$ cat config.mk
export PLATFORM = sky130hd
export DESIGN_NAME = psum_acc_scheduler
export DESIGN_NICKNAME = d
export VERILOG_FILES = /design/src/rtl/psum_acc_scheduler.sv
export SDC_FILE = /design/constraint.sdc
export NUM_CORES = 1
export LEC_CHECK = 0
export BUFFER_PORTS_ARGS = -buffer_cell sky130_fd_sc_hd__buf_2
export CORE_MARGIN = 1.5
export CORE_UTILIZATION = 56
export DETAILED_ROUTE_END_ITERATION = 10
export GPL_TIMING_DRIVEN = 0
export PLACE_DENSITY = 0.79
export SETUP_SLACK_MARGIN = 0.2
export SLEW_MARGIN = 20
export SYNTH_ARGS = -nofsm -noshare
export SYNTH_HDL_FRONTEND = slang
export SYNTH_SLANG_ARGS = --single-unit
$ cat constraint.sdc
create_clock -name clk -period 3.84 [get_ports clk]
set_input_delay 0.384 -clock clk [delete_from_list [all_inputs] [get_ports clk]]
set_output_delay 0.384 -clock clk [all_outputs]
set_load 0.05 [all_outputs]
$ cat src/rtl/psum_acc_scheduler.sv
// psum_acc_scheduler
// Layer-level sequencer between the 16x16 PE array and the psum accumulator.
// Each PE psum hand-off becomes one accumulator pass. Passes are counted per
// output tile, with first-pass and last-pass flags. The PE psum RF address and
// the psum BRAM tile base advance between passes and between tiles.
// Every output comes straight from a register.

module psum_acc_scheduler #(
    parameter int PSUM_RF_ADDR_BITWIDTH = 2,
    parameter int BRAM_ADDR_BITWIDTH    = 10,
    parameter int ROWS_PER_TILE         = 8,
    parameter int CNT_BITWIDTH          = 8
) (
    input  logic                             clk,
    input  logic                             reset,
    input  logic                             start,
    input  logic [CNT_BITWIDTH-1:0]          cfg_acc_num,
    input  logic [CNT_BITWIDTH-1:0]          cfg_tile_num,
    input  logic [BRAM_ADDR_BITWIDTH-1:0]    cfg_base_addr,
    input  logic                             pe_psum_finish,
    input  logic                             su_add_finish,
    output logic                             pe_psum_ack,
    output logic                             acc_start,
    output logic                             acc_first,
    output logic                             conv_finish,
    output logic [PSUM_RF_ADDR_BITWIDTH-1:0] psum_rf_addr,
    output logic [BRAM_ADDR_BITWIDTH-1:0]    acc_base_addr,
    output logic                             tile_done,
    output logic                             done,
    output logic                             busy
);

    typedef enum logic [2:0] {
        S_IDLE,
        S_WAIT_PSUM,
        S_ISSUE,
        S_WAIT_ADD,
        S_NEXT
    } state_t;

    localparam logic [CNT_BITWIDTH-1:0]          CNT_ONE  = CNT_BITWIDTH'(1);
    localparam logic [PSUM_RF_ADDR_BITWIDTH-1:0] RF_ONE   = PSUM_RF_ADDR_BITWIDTH'(1);
    localparam logic [BRAM_ADDR_BITWIDTH-1:0]    TILE_INC = BRAM_ADDR_BITWIDTH'(ROWS_PER_TILE);

    // Registered state
    state_t                             r_state;
    logic [CNT_BITWIDTH-1:0]            r_acc_num;
    logic [CNT_BITWIDTH-1:0]            r_tile_num;
    logic [CNT_BITWIDTH-1:0]            r_acc_cnt;
    logic [CNT_BITWIDTH-1:0]            r_tile_cnt;
    logic                               r_armed;
    logic                               r_ack;
    logic                               r_acc_start;
    logic                               r_acc_first;
    logic                               r_conv_finish;
    logic [PSUM_RF_ADDR_BITWIDTH-1:0]   r_rf_addr;
    logic [BRAM_ADDR_BITWIDTH-1:0]      r_base_addr;
    logic                               r_tile_done;
    logic                               r_done;
    logic                               r_busy;

    // Next-state values
    state_t                             w_state;
    logic [CNT_BITWIDTH-1:0]            w_acc_num;
    logic [CNT_BITWIDTH-1:0]            w_tile_num;
    logic [CNT_BITWIDTH-1:0]            w_acc_cnt;
    logic [CNT_BITWIDTH-1:0]            w_tile_cnt;
    logic                               w_ack;
    logic                               w_acc_start;
    logic                               w_acc_first;
    logic                               w_conv_finish;
    logic [PSUM_RF_ADDR_BITWIDTH-1:0]   w_rf_addr;
    logic [BRAM_ADDR_BITWIDTH-1:0]      w_base_addr;
    logic                               w_tile_done;
    logic                               w_done;
    logic                               w_busy;

    logic                               w_last_pass;
    logic                               w_last_tile;

    // r_acc_num is never 0 once latched; r_tile_num is never 0 while busy.
    assign w_last_pass = (r_acc_cnt  == (r_acc_num  - CNT_ONE));
    assign w_last_tile = (r_tile_cnt == (r_tile_num - CNT_ONE));

    // Next-state and next-output logic for the pass sequencer
    always_comb begin
        w_state       = r_state;
        w_acc_num     = r_acc_num;
        w_tile_num    = r_tile_num;
        w_acc_cnt     = r_acc_cnt;
        w_tile_cnt    = r_tile_cnt;
        w_acc_first   = r_acc_first;
        w_conv_finish = r_conv_finish;
        w_rf_addr     = r_rf_addr;
        w_base_addr   = r_base_addr;
        w_busy        = r_busy;
        w_ack         = 1'b0;
        w_acc_start   = 1'b0;
        w_tile_done   = 1'b0;
        w_done        = 1'b0;

        case (r_state)
            S_IDLE: begin
                if (start) begin
                    w_acc_num   = (cfg_acc_num == '0) ? CNT_ONE : cfg_acc_num;
                    w_tile_num  = cfg_tile_num;
                    w_acc_cnt   = '0;
                    w_tile_cnt  = '0;
                    w_rf_addr   = '0;
                    w_base_addr = cfg_base_addr;
                    if (cfg_tile_num == '0) begin
                        // Empty layer: report completion without touching the PE array
                        w_done = 1'b1;
                        w_busy = 1'b0;
                    end else begin
                        w_busy  = 1'b1;
                        w_state = S_WAIT_PSUM;
                    end
                end
            end

            S_WAIT_PSUM: begin
                // A psum level still held from the previous ack is not accepted until re-armed
                if (pe_psum_finish && r_armed) begin
                    w_acc_start   = 1'b1;
                    w_acc_first   = (r_acc_cnt == '0);
                    w_conv_finish = w_last_pass;
                    w_state       = S_ISSUE;
                end
            end

            S_ISSUE: begin
                w_state = S_WAIT_ADD;
            end

            S_WAIT_ADD: begin
                if (su_add_finish) begin
                    w_ack         = 1'b1;
                    w_acc_first   = 1'b0;
                    w_conv_finish = 1'b0;
                    w_rf_addr     = r_rf_addr + RF_ONE;
                    w_state       = S_NEXT;
                    if (!w_last_pass) begin
                        w_acc_cnt = r_acc_cnt + CNT_ONE;
                    end else begin
                        w_tile_done = 1'b1;
                        w_acc_cnt   = '0;
                        w_tile_cnt  = r_tile_cnt + CNT_ONE;
                        w_base_addr = r_base_addr + TILE_INC;
                        if (w_last_tile) begin
                            w_done = 1'b1;
                            w_busy = 1'b0;
                        end
                    end
                end
            end

            S_NEXT: begin
                // busy already dropped on entry when this was the layer's final pass
                w_state = r_busy ? S_WAIT_PSUM : S_IDLE;
            end

            default: begin
                w_state = S_IDLE;
            end
        endcase
    end

    // FSM state register
    always_ff @(posedge clk or negedge reset) begin
        if (!reset) begin
            r_state <= S_IDLE;
        end else begin
            r_state <= w_state;
        end
    end

    // Counters, latched config and registered outputs
    always_ff @(posedge clk or negedge reset) begin
        if (!reset) begin
            r_acc_num     <= '0;
            r_tile_num    <= '0;
            r_acc_cnt     <= '0;
            r_tile_cnt    <= '0;
            r_ack         <= 1'b0;
            r_acc_start   <= 1'b0;
            r_acc_first   <= 1'b0;
            r_conv_finish <= 1'b0;
            r_rf_addr     <= '0;
            r_base_addr   <= '0;
            r_tile_done   <= 1'b0;
            r_done        <= 1'b0;
            r_busy        <= 1'b0;
        end else begin
            r_acc_num     <= w_acc_num;
            r_tile_num    <= w_tile_num;
            r_acc_cnt     <= w_acc_cnt;
            r_tile_cnt    <= w_tile_cnt;
            r_ack         <= w_ack;
            r_acc_start   <= w_acc_start;
            r_acc_first   <= w_acc_first;
            r_conv_finish <= w_conv_finish;
            r_rf_addr     <= w_rf_addr;
            r_base_addr   <= w_base_addr;
            r_tile_done   <= w_tile_done;
            r_done        <= w_done;
            r_busy        <= w_busy;
        end
    end

    // Re-arm tracking: disarmed by our ack, re-armed once the PE drops its psum level
    always_ff @(posedge clk or negedge reset) begin
        if (!reset) begin
            r_armed <= 1'b1;
        end else if (r_ack) begin
            r_armed <= 1'b0;
        end else if (!pe_psum_finish) begin
            r_armed <= 1'b1;
        end
    end

    assign pe_psum_ack   = r_ack;
    assign acc_start     = r_acc_start;
    assign acc_first     = r_acc_first;
    assign conv_finish   = r_conv_finish;
    assign psum_rf_addr  = r_rf_addr;
    assign acc_base_addr = r_base_addr;
    assign tile_done     = r_tile_done;
    assign done          = r_done;
    assign busy          = r_busy;

endmodule

Word level (Yosys, flattened, before mapping)
Index checks and enable logic that the tools add are counted.

Bits in registers: 55. Latch bits: 0. Memory bits (writable): 0. Memory bits (read-only): 0. Input bits: 31. Output and inout bits: 19. Logic and storage cells: 94. Memories kept: 0.

Add/sub/neg operators: 6. $mul: 0. Divide/modulo/power cells: 0. $lt $le $gt $ge: 0. Equal/unequal tests: 13. Shift operators: 0. Mux-type cells: 47. Bitwise operators: 0. Reduce and logical (&&, ||, !) cells: 13.

Operators with widths (count): 8-bit 2-to-1 mux (6); 8-bit one-hot mux with 2 select lines (2); 10-bit 2-to-1 mux (3); 8-bit zero test (3); 1-bit 2-to-1 mux (23); 10-bit one-hot mux with 2 select lines (1); 8-bit by 1-bit adder with 8-bit output (second input constant) (2); 8-bit == test (2); 8-bit by 1-bit subtractor with 8-bit output (second input constant) (2); 3-bit one-hot mux with 5 select lines (1); 3-bit 2-to-1 mux (4); 2-bit != test (second input constant) (6); 10-bit by 4-bit adder with 10-bit output (second input constant) (1); 1-bit one-hot mux with 2 select lines (4); 4-bit AND reduction (2); 3-bit by 2-bit == test with 1-bit output (second input constant) (2); 3-bit AND reduction (2); 5-bit AND reduction (1); 2-bit 2-to-1 mux (2); 2-bit one-hot mux with 2 select lines (1); 2-bit nonzero test (2); 3-bit by 1-bit == test with 1-bit output (second input constant) (1); 3-bit == test (second input constant) (1); 3-bit zero test (1); 4 further kinds (4).

Logic depth before layout (Yosys ltp)
Gate-level depths: netlist (run 1).

Depth after elaboration: 6. Mapped depth: 10.

Worst setup path after synthesis (run 1)
Ideal clock, no wire load.

Path type: reg-to-reg. Start point: reg r_acc_num[0]. End point: reg r_tile_cnt[4]. Setup time: 0.078 ns. Arrival time: 2.706 ns. Required time: 3.762 ns. Path slack: 1.056 ns. Stages on the path, launching flop included: 10. Clock period less this slack: 2.784 ns. Cells stage by stage: dfrtp_1 inv_1 ha_1 or3b_4 or4_4 a2111oi_4 a31oi_1 buf_2 or4_1 a21oi_1.

Cells in the longest elaborated chain, start to end: 4.

RTL lines: start, declared (line 47) `logic [CNT_BITWIDTH-1:0] r_acc_num;`; start signal, assigned (line 195) `r_acc_num <= w_acc_num;`; 8-bit by 1-bit subtractor with 8-bit output (line 82) `assign w_last_pass = (r_acc_cnt == (r_acc_num - CNT_ONE));`; 8-bit == test (line 82); 2-bit != test (no line); 4-bit AND reduction (no line); end signal, assigned (line 198) `r_tile_cnt <= w_tile_cnt;`; end, declared (line 50) `logic [CNT_BITWIDTH-1:0] r_tile_cnt;`.

Every way passes these cells. A chain may end at the register's enable or synchronous reset.

Worst setup path after layout (run 1)
Start point: reg r_acc_num[0]. End point: reg r_tile_cnt[3].

Same word-level chain as after synthesis.

==> results.md, run 1 <==
- The sequential fraction of the synthesis area is 45.9%.
- After layout, the worst setup slack is 0.724 ns.
- In this run switching power makes up 47.7% of total power.
- Tracing the worst setup path back leads to its startpoint at r_acc_num[0]$_DFFE_PN0P_.
- TritonCTS created 5 clock buffers.
- The type of element capturing the critical path is a register.
- The first detailed-routing pass took 4 iterations.
- The synthesized netlist occupies a cell area of 0.00300 mm2.
- In the final routing, the length of wire on met1 measures 3270 um.
- Buffers placed on the I/O ports in this run total 49.
- The internal power of the cells totals 1420 uW.
- The area enclosed by the die boundary is 0.00580 mm2.
- Setup violations remaining at the end of the flow were counted as 0.
- After detailed routing, the number of remaining DRC violations is 0.
- The minimum clock period after layout is 3.12 ns.
- VDD sags by at most 0.000532 V.
- The highest metal layer carrying signal wires in the routed design is met4.
- The reported leakage power is 0.00160 uW.
- TritonCTS built the clock tree.
- The number of endpoints with negative hold slack in the final report is 0.
- The weighted congestion at the end of routability-driven global placement is 0.821.
- The number of vias in the routed layout is 2640.
- The clock transition time at the flip-flop clock pins of the worst setup and hold paths is 0.10 ns.
- The area share of the largest cell type after synthesis is 45.1%.
- The sum of buffers and inverters on the critical path is 3.
- The area growth from synthesis to layout is 14.5%.
- The switching power summed over all nets is 1300 uW.
- The H-tree generated during clock tree synthesis spans 2 levels.
- Traced cell by cell, the critical path runs through inv_1 > ha_1 > or3b_4 > or4_4 > a2111oi_4 > a31oi_1 > buf_2 > clkbuf_1 > o31ai_1 > a21oi_1.
- The overall routing resource usage is 25.7%.
- Along the worst path, the maximum fanout reaches 10.
- Between clock sinks in the finished design, the worst skew comes to 0.00683 ns.
- The worst register-to-register path begins at r_acc_num[0]$_DFFE_PN0P_.
- Setup repair after global routing left no endpoint under its margin.
- Yosys instantiated no cell more often than nand2_1.
- The clock passes through at most 2 buffers.
- The largest net degree at the start of global routing is 56.
- At the end of the flow the core is filled with cells to 66.8%.
- Clock tree synthesis selected as its root buffer the cell clkbuf_8.
- The cell family with the largest share of critical-path delay is compound AO/OA/AOI/OAI gates.
- When the netlist entered floorplanning its net count stood at 374.
- Data arrives at the worst endpoint at 3.30 ns.
- The achievable frequency is 0.321 GHz.
- Dividing the detail-routed wire length by the instance count gives 15.1 um.
- The synthesized instance count is 337.
- For this design the top-level I/O count stands at 50.
- The Yosys step of the flow raised 0 warnings.
- The core outline area is 0.00514 mm2.
- The post-detailed-routing wire length is 6990 um.
- The global-route wire length before repair is 11800 um.
- The count of hold-fix buffers inserted at cts is 0.
- The detailed route wirelength on metal2 is 3180 um.
- The share of synthesized registers carrying an async set or reset is 100%.
- Counting flops with a built-in enable in the synthesized netlist gives 0.
- The library cell with the largest summed area after synthesis is dfrtp_1.
- The share of power burned in registers is 36.6%.
- The classification of the worst-slack hold path is in -> async.
- The detailed-route vias per instance is 5.69.
- The post-route fraction of the period consumed by the critical path is 81.1%.
- The run finished with clean final reports.
- Across the run, the number of max-cap violations was 0.
- The HPWL after detailed placement is 5100 um.
- The kind of start point of the critical path is a register.
- The critical path's slowest cell is dfrtp_1.
- By count the netlist is led by nand2_1 (64), dfrtp_1 (54), nor2_1 (28).
- The worst slew margin relative to its limit is 53.5%.
- The worst setup path is of the reg -> reg kind.
- In the detailed route, the total length drawn on met3 is 415 um.
- After synthesis, the netlist uses 53 different library cells.
- The highest cell delay on the worst timing path is 0.45 ns.
- The prevailing post-synth register cell is dfrtp_1.
- The via count of the first global-routing pass was 2512.
- The number of nets at the end of the flow is 430.
- The clock reaches the later pin of the worst-skew pair after 0.31 ns.
- The number of DRC markers after the initial detailed-route iteration is 260.
- The number of standard-cell rows in the floorplan is 26.
- For this design the ratio of total power to cell area is 791 mW/mm2.
- Yosys attributes the largest share of cell area to dfrtp_1 (45%), nand2_1 (8.0%), xnor2_1 (4.7%).
- Once detail routing completed, the nets flagged for antenna violations numbered 0.
- The clock network fraction of total power is 13.0%.
- The total of flip-flops plus latches after synthesis is 55.
- At the pin with the least slew margin, the transition time is 0.696 ns.
- The initial core utilization is 58.3%.
- After clock tree synthesis, the repair step resized 0 gates.
- The floorplan step set the die width to 76.2 um.
- The setup total negative slack is 0 ns.
- The required time at the worst-slack endpoint is 4.02 ns.
- The number of buffers inserted to repair setup after CTS is 0.
- The count of inserted antenna diode cells is 0.
- The worst slack at placement is 0.751 ns.
- The post-synthesis area per instance is 8.90 um2.
- In the final layout, the share of cells above drive strength 1 is 16.5%.
- CTS saw 55 sinks.
- In this run the vertical extent of the chip is 76.2 um.
- The remaining global-route overflow is 0.
- The number of antenna violations at the first check in global routing came to 0.
- The final count of pins violating max slew is 0.
- Per report_power, the combinational group accounts for 50.3% of the total.
path summary, 6_finish.rpt:
kind                                                      to  slack [ns]  cells after the start
worst max register to register     r_tile_cnt[3]$_DFFE_PN0P_        0.72                     10
worst min register to register           r_armed$_DFFE_PN1P_        0.37                      1
worst min-delay path                r_acc_num[6]$_DFFE_PN0P_        0.09                      1
max in group asynchronous       acc_base_addr[7]$_DFFE_PN0P_        3.28                      1
min in group clk                         r_armed$_DFFE_PN1P_        0.21                      2
worst max-delay path               r_tile_cnt[3]$_DFFE_PN0P_        0.72                     10
kinds of logic (layout without fill, tap and decap cells):
family / Yosys count / count (layout) / share of synthesized area, %
fa+ha+maj: 6 / 6 / 2.50
xor+xnor: 24 / 24 / 7.01
simple gates: 158 / 158 / 25.5
compound gates: 61 / 61 / 13.9
buf+inv: 29 / 86 / 3.71
mux: 4 / 4 / 1.38
flops: 55 / 55 / 45.9
state kept, by name (all words and copies together) (netlist names):
signal / count
r_armed: 1
r_acc_cnt: 8
conv_finish: 1
acc_first: 1
busy: 1
pe_psum_ack: 1
done: 1
acc_start: 1
r_tile_cnt: 8
r_tile_num: 8
r_state: 3
acc_base_addr: 10
tile_done: 1
r_acc_num: 8
psum_rf_addr: 2
power groups by stage:
stage / Sequential, uW / Clock, uW / Combinational, uW
4_1_cts: 992 / 357 / 1370
3_5_place_dp: 997 / 0 / 1370
3_3_place_gp: 991 / 0 / 1330
5_1_grt: 1030 / 384 / 1500
6_report: 995 / 354 / 1370
2_1_floorplan: 1210 / 0 / 807
cell usage in the layout (no fill, tap or decap), drive strengths merged, types with 15 or more instances in the layout:
cell type | netlist | final
nand2 | 64 | 64
dfrtp | 54 | 54
buf | 3 | 52
nor2 | 28 | 28
clkbuf | 10 | 18
nand3 | 17 | 17
inv | 16 | 16
xnor2 | 16 | 16
a21oi | 15 | 15
o21ai | 15 | 15
cell type report:
cell class              instances  area (um2)
plain buffers                  13        51.3
flip-flops and latches         55        1380
well taps                      70        87.6
repair buffers                 49         248
fillers                       447        1710
inverters                      16        60.1
clock buffers                   8         100
multi-input cells             253        1510
routing by layer:
layer | GRT usage (%) | vias up
met4 | 9.63 | 0
met2 | 39.9 | 92
met5 | 0 | -
met3 | 4.07 | 8
li1 | - | 1296
met1 | 36.4 | 1244
per-stage QoR:
stage               hold slack [ns]  cells  instance area (um2)  total power (uW)
floorplan                    0.0884    337                 3000              2020
detailed placement            0.369    456                 3330              2370
finish                       0.0948    464                 3430              2720
global route                  0.165    464                 3430              2920
CTS                           0.137    464                 3430              2720
global placement              0.373    456                 3330              2320
worst register-to-register path: cells and delay by family, from the launching register on:
kind                       cells  cell delay (ns)
AOI/OAI and AO/OA              4             0.96
buffers and inverters          3             0.55
adders and majority gates      1             0.18
DFF                            1             0.45
and+or+nand+nor                2             0.84
(Power assumes the default switching activity.)
==> run 2, diff against run 1 <==
- CORE_UTILIZATION: 56 -> 51
- PLACE_DENSITY: 0.79 -> 0.76
- clock period: 3.84 -> 2.5 ns (I/O delays scaled with it)
==> results.md, run 2 (synthesis gave the netlist of run 1 again) <==
- The critical path is of the reg -> reg type.
- The slew of the pin with the lowest slew margin is 0.702 ns.
- The minimum clock period after layout is 2.83 ns.
- The reported leakage power is 0.00172 uW.
- The library cells used most frequently in the layout, excluding fill and tap cells, are nand2_1 (64), dfrtp_1 (54), buf_2 (48), nor2_1 (25).
- Dividing total power by cell area gives a power density of 1260 mW/mm2.
- The layout cell share with drive strength beyond 1 is 26.0%.
- Data on the critical path arrives at its endpoint at 3.07 ns.
- The worst slew margin relative to its limit is 53.2%.
- The global-route track usage on met1 is 35.2%.
- The met2 demand-to-capacity share in global routing is 42.0%.
- Once layout is complete, the cells apart from fillers number 479.
- The floorplan step defined a die boundary enclosing 0.00635 mm2.
- Detailed placement finished with a half-perimeter wire length of 5210 um.
- 50 I/O pins were placed.
- The worst clock skew is 0.00643 ns.
- The worst slack at placement is -0.550 ns.
- The count of endpoints failing setup in the final report is 24.
- The initial utilization of the core area, before any placement, comes to 53.8%.
- The tool flagged a number of max-cap violations equal to 0.
- At the end of routability-driven placement, the weighted congestion stood at 0.853.
- The most common library cell in the layout ignoring fill and taps is nand2_1.
- The achievable frequency is 0.353 GHz.
- The setup check on the worst reg-to-reg path leaves a slack of -0.33 ns.
- The TritonCTS buffer count is 5.
- In this run the critical register-to-register path is launched from r_acc_num[0]$_DFFE_PN0P_.
- Once detail routing completed, the nets flagged for antenna violations numbered 0.
- The flow ran to the end, but the final reports show violations.
- Counting every sink on the clock net gives 55.
- The register with the most flip-flops in the layout has 10 of them.
- The TritonCTS clock tree is yes.
- The final reports fail on hold timing, setup timing.
- After detailed routing, the average wire length per cell comes to 16.2 um.
- The largest buffer count on any clock path is 2.
- Total power for the finished layout comes to 4720 uW.
- The number of antenna violations at the first check in global routing is 0.
- The classification of the worst-slack hold path is in -> async.
- The total placed instance area is 0.00335 mm2.
- In this run the tool buffered the top-level ports with 49 buffer cells.
- The number of endpoints with negative hold slack in the final report is 40.
- The kind of start point of the critical path is a register.
- The final count of pins violating max slew is 0.
- The floorplan has 27 rows.
- Global routing used 25.9% of the available tracks across all layers.
- The detailed router placed 2734 vias in this run.
- The final worst slack is -0.330 ns.
- The final instance area is 0.00376 mm2.
- The number of DRC markers after the initial detailed-route iteration is 197.
- The number of search-and-repair iterations in the first detailed-routing pass is 5.
- The met3 demand-to-capacity share in global routing is 4.69%.
- The signed area change from the synthesized netlist to the final layout is 25.3%.
- Setup repair after global routing could not meet its margin everywhere.
- STA puts the critical path data required time at 2.74 ns.
- The vertical die dimension is 79.7 um.
- The global-route wire length before repair is 12700 um.
- Of the available clock period, the critical path in the final layout requires 113%.
- The via count of the first global-routing pass came to 2631.
- The source-to-sink clock delay at the later pin of the worst-skew pair is 0.31 ns.
- The die is 79.7 um wide.
- The layout has 438 filler cells.
- For this run, the post-layout net count is 443.
- The worst IR drop on VDD is 0.000670 V.
- The number of cells on the worst reg-to-reg path is 9.
- The count of inserted antenna diode cells is 0.
- The capture instance of the worst register-to-register path is r_tile_cnt[4]$_DFFE_PN0P_.
- The type of element capturing the critical path is a register.
- The biggest fanout along the worst timing path is 8.
- The core region is 0.00557 mm2.
- After clock tree synthesis, the clock-pin slew on the worst setup and hold paths is 0.10 ns.
- The remaining global-route overflow is 0.
- Summed over all layers, the routed wires come to 7740 um.
- In this run the most used layer during global routing was met2.
- CTS placed an instance of clkbuf_8 at the clock tree root.
- Using the TritonRoute via totals, the vias-per-cell ratio works out to 5.71.
- In this run the number of H-tree levels came out at 2.
- The placed instance count is 458.
- In the routed design, unresolved DRC markers number 0.
- The tightest hold margin is -0.0263 ns.
- Entering global routing, the biggest net connects 56 pins.
## run 2: cell count changes in the layout (fill, tap and decap cells not counted), moves of 3 or more
cell,change
buf_4,+8
buf_6,+7
o31ai_1,-5
clkbuf_1,-4
nor2_1,-3
nor3_1,-3
o21ai_0,-3
o21ai_2,+3
o31ai_2,+3
## run 2: area by class of cell
type                            count  area (um2)  share of cell area, %
Sequential cell                    55        1380                   36.7
Tap cell                           72        90.1                   2.40
Clock buffer                        6        82.6                   2.20
Inverter                           16        60.1                   1.60
Timing Repair Buffer               62         364                   9.69
Multi-Input combinational cell    253        1660                   44.2
Buffer                             13        87.6                   2.33
Clock inverter                      2        35.0                  0.932
## run 2: repair_timing
action	CTS	global route
resized for setup	29	19
setup buffers	10	2
gates cloned	1	0
hold endpoints to repair	0	0
pin swaps	4	7
endpoints found under the setup margin	27	27
hold buffers	0	0
## run 2: worst max-delay path by stage
stage	from	end	slack, ns	depth (start not counted)
after detailed placement	r_acc_num[0]$_DFFE_PN0P_	r_tile_cnt[6]$_DFFE_PN0P_	-0.55	10
after global placement	r_acc_num[0]$_DFFE_PN0P_	r_tile_cnt[7]$_DFFE_PN0P_	-0.42	9
after floorplan	r_acc_num[0]$_DFFE_PN0P_	r_tile_cnt[4]$_DFFE_PN0P_	-0.21	9
after global routing	r_acc_num[0]$_DFFE_PN0P_	busy$_DFFE_PN0P_	-0.42	9
after CTS	r_acc_num[1]$_DFFE_PN0P_	r_tile_cnt[7]$_DFFE_PN0P_	-0.35	9
final	r_acc_num[0]$_DFFE_PN0P_	r_tile_cnt[4]$_DFFE_PN0P_	-0.33	9
## run 2: through the flow
step	utilization (%)	setup TNS [ns]
floorplan	-	-1.87
global placement	60.1	-7.00
detailed placement	60.1	-9.60
CTS	65.5	-6.23
global route	67.4	-7.60
finish	67.4	-5.43
## run 2: where the power goes
| group | leakage [uW] | switching [uW] | internal [uW] | total, uW |
|---|---|---|---|---|
| registers | 0.000706 | 340 | 1190 | 1530 |
| clock network | 0.0000612 | 296 | 325 | 621 |
| logic | 0.000951 | 1580 | 990 | 2570 |
## run 2: critical path: stages (launching register included)
cell	delay (ns)
dfrtp_1	0.41
inv_2	0.09
ha_4	0.13
or3b_4	0.38
or4_4	0.44
a2111oi_4	0.36
a31oi_2	0.17
buf_6	0.17
or4_1	0.48
a21oi_2	0.12
## run 2: per-layer routing
metal | wire length [um] | vias to the layer above
met2 | 3640 | 94
met3 | 402 | 13
li1 | - | 1334
met5 | 0 | -
met4 | 115 | 0
met1 | 3580 | 1293
==> run 3, diff against run 2 <==
- RECOVER_POWER: default -> 100
==> results.md, run 3 (synthesis gave the netlist of run 1 again) <==
- The core outline area is 0.00557 mm2.
- The final instance area is 0.00373 mm2.
- The count of nets left with antenna violations once routing finished came out at 0.
- The floorplan has 27 rows.
- Subtracting the final worst setup slack from the clock period gives 2.83 ns.
- In this run the critical register-to-register path is captured at r_tile_cnt[4]$_DFFE_PN0P_.
- In this run the clock root is driven by a clkbuf_8.
- The vertical die dimension is 79.7 um.
- The layout cell share with drive strength beyond 1 is 21.1%.
- In this run, post-CTS hold repair placed 0 buffers.
- For this run, the detailed router's first-pass iteration total came to 4.
- The via count of the first global-routing pass was 2631.
- For this configuration, the core starts out at a cell density of 53.8%.
- The slew of the pin with the lowest slew margin is 1.35 ns.
- From left edge to right edge, the die measures 79.7 um.
- The maximum level of the CTS H-tree is 2.
- The tightest hold margin is 0.0774 ns.
- Leaving out fill and tap cells, the most frequent cell in the layout is nand2_1.
- The number of antenna violations at the first check in global routing is 0.
- The congestion estimate from routability-driven global placement came to 0.853.
- During I/O placement, the number of pins put on the boundary was 50.
- Global routing used 25.9% of the available tracks across all layers.
- The overall power of the completed layout is 4680 uW.
- The number of max-cap violations is 0.
- The floorplan step defined a die boundary enclosing 0.00635 mm2.
- The global-route wire length before repair is 12700 um.
- The post-detailed-route wirelength per cell is 16.0 um.
- The reg-to-reg setup timing slack is -0.33 ns.
- The worst slew margin relative to its limit is 9.90%.
- Wires add up to 7670 um.
- The count of buffers added on input and output ports is 49.
- The signed area change from the synthesized netlist to the final layout is 24.4%.
- The top cell types in the final layout, fill and taps aside, are nand2_1 (64), dfrtp_1 (54), buf_2 (28), clkbuf_1 (27), nor2_1 (25).
- STA puts the critical path data arrival time at 3.07 ns.
- At the worst endpoint, the required time is 2.74 ns.
- STA classifies the critical path endpoint as a register.
- The filler cell count is 447.
- The number of endpoints with negative hold slack in the final report is 0.
- The total placed instance area is 0.00335 mm2.
- The number of cells on the worst reg-to-reg path is 9.
- The repair_antennas step left the layout with diodes totalling 0.
- The source of the worst register-to-register timing path is r_acc_num[0]$_DFFE_PN0P_.
- The detailed router finished its first iteration with 211 violations.
- The worst path uses 113% of the clock period.
- The fraction of the core area covered by cells at the end of the flow is 66.9%.
- The detailed-route vias per instance is 5.65.
- The number of vias in the routed layout is 2708.
- TritonCTS built the clock tree.
- For this run, design rule violations remaining after detail routing come to 0.
- The run finished, with violations left.
- The count of endpoints failing setup in the final report is 24.
- The final count of pins violating max slew is 0.
- The source-to-sink clock delay at the later pin of the worst-skew pair is 0.31 ns.
- Summed over all cells, the static leakage comes to 0.00165 uW.
- The worst setup path is launched from a register.
- In this run the worst setup path begins at r_acc_num[0]$_DFFE_PN0P_.
- Setup repair after global routing could not meet its margin everywhere.
- The register with the most flip-flops in the layout has 10 of them.
- The number of nets at the end of the flow is 443.
- Clock-pin slew was measured on the worst setup and hold paths at 0.09 ns.
- The largest buffer count on any clock path is 2.
- Across all setup checks in the final design, the least slack found is -0.329 ns.
- Across the routed clock network, the largest skew measured is 0.00519 ns.
- The worst-case IR drop observed on VDD is 0.000647 V.
- The biggest fanout along the worst timing path is 8.
- Entering global routing, the biggest net connects 56 pins.
- The achievable frequency is 0.353 GHz.
- Following the worst setup path forward leads to its endpoint at r_tile_cnt[4]$_DFFE_PN0P_.
- The final reports fail on setup timing.
- The path type of the worst setup path is reg -> reg.
- The classification of the worst-slack hold path is in -> reg.
- TritonCTS created 5 clock buffers.
- Global routing finished with a remaining overflow of 0.
- The ratio of total power to cell area is 1250 mW/mm2.
- The placed wire-length estimate after detailed placement is 5210 um.
- The number of sinks on the clock net is 55.
## run 3: cell count changes in the layout (fill, tap and decap cells not counted)
cell,delta
buf_4,-1
clkbuf_2,+1
clkbuf_1,+20
buf_2,-20
## run 3: what timing repair did
action	4_1_cts	5_1_grt
gates resized for setup	29	19
endpoints found under the setup margin	27	27
cloned	1	0
pin swaps	4	7
buffers inserted	10	2
endpoints found under the hold margin	0	0
## run 3: worst min-delay path by stage
stage / cells past startpoint / to / startpoint
4_1_cts: 1 / acc_base_addr[8]$_DFFE_PN0P_ / reset
3_3_place_gp: 1 / r_armed$_DFFE_PN1P_ / pe_psum_ack$_DFF_PN0_
5_1_grt: 2 / r_armed$_DFFE_PN1P_ / pe_psum_finish
2_1_floorplan: 0 / acc_base_addr[0]$_DFFE_PN0P_ / reset
3_5_place_dp: 1 / r_acc_cnt[3]$_DFFE_PN0P_ / reset
6_report: 2 / r_armed$_DFFE_PN1P_ / pe_psum_finish
## run 3: critical path: stages (launching register included)
cell and delay (ns):
dfrtp_1 0.41, inv_2 0.09, ha_4 0.13, or3b_4 0.38, or4_4 0.44, a2111oi_4 0.36
a31oi_2 0.17, buf_6 0.17, or4_1 0.48, a21oi_2 0.12
## run 3: area by class of cell
| type | count | area [um2] | area share, % |
|---|---|---|---|
| timing repair buffer | 62 | 337 | 9.02 |
| tap | 72 | 90.1 | 2.41 |
| clock buffer | 6 | 82.6 | 2.21 |
| clock inverter | 2 | 35.0 | 0.939 |
| buffer | 13 | 87.6 | 2.35 |
| sequential | 55 | 1380 | 36.9 |
| inverter | 16 | 60.1 | 1.61 |
| multi-input combinational | 253 | 1660 | 44.5 |
## run 3: per-layer routing
layer  wire [um]  vias to the layer above  track usage (%)
met2        3610                       75             42.0
met3         391                       11             4.69
met4         113                        0             8.07
li1            -                     1334                -
met1        3560                     1288             35.2
met5           0                        -                0
## run 3: where the power goes
group / internal, uW / switching, uW / total (uW)
registers: 1190 / 340 / 1530
clock network: 325 / 295 / 620
logic: 956 / 1570 / 2530
total: 2470 / 2210 / 4680
## run 3: through the flow
stage / worst slack [ns] / instances / setup TNS (ns)
global placement: -0.423 / 458 / -7.00
global route: -0.424 / 479 / -7.60
finish: -0.329 / 479 / -5.44
floorplan: -0.209 / 337 / -1.87
detailed placement: -0.550 / 458 / -9.60
CTS: -0.349 / 477 / -6.23
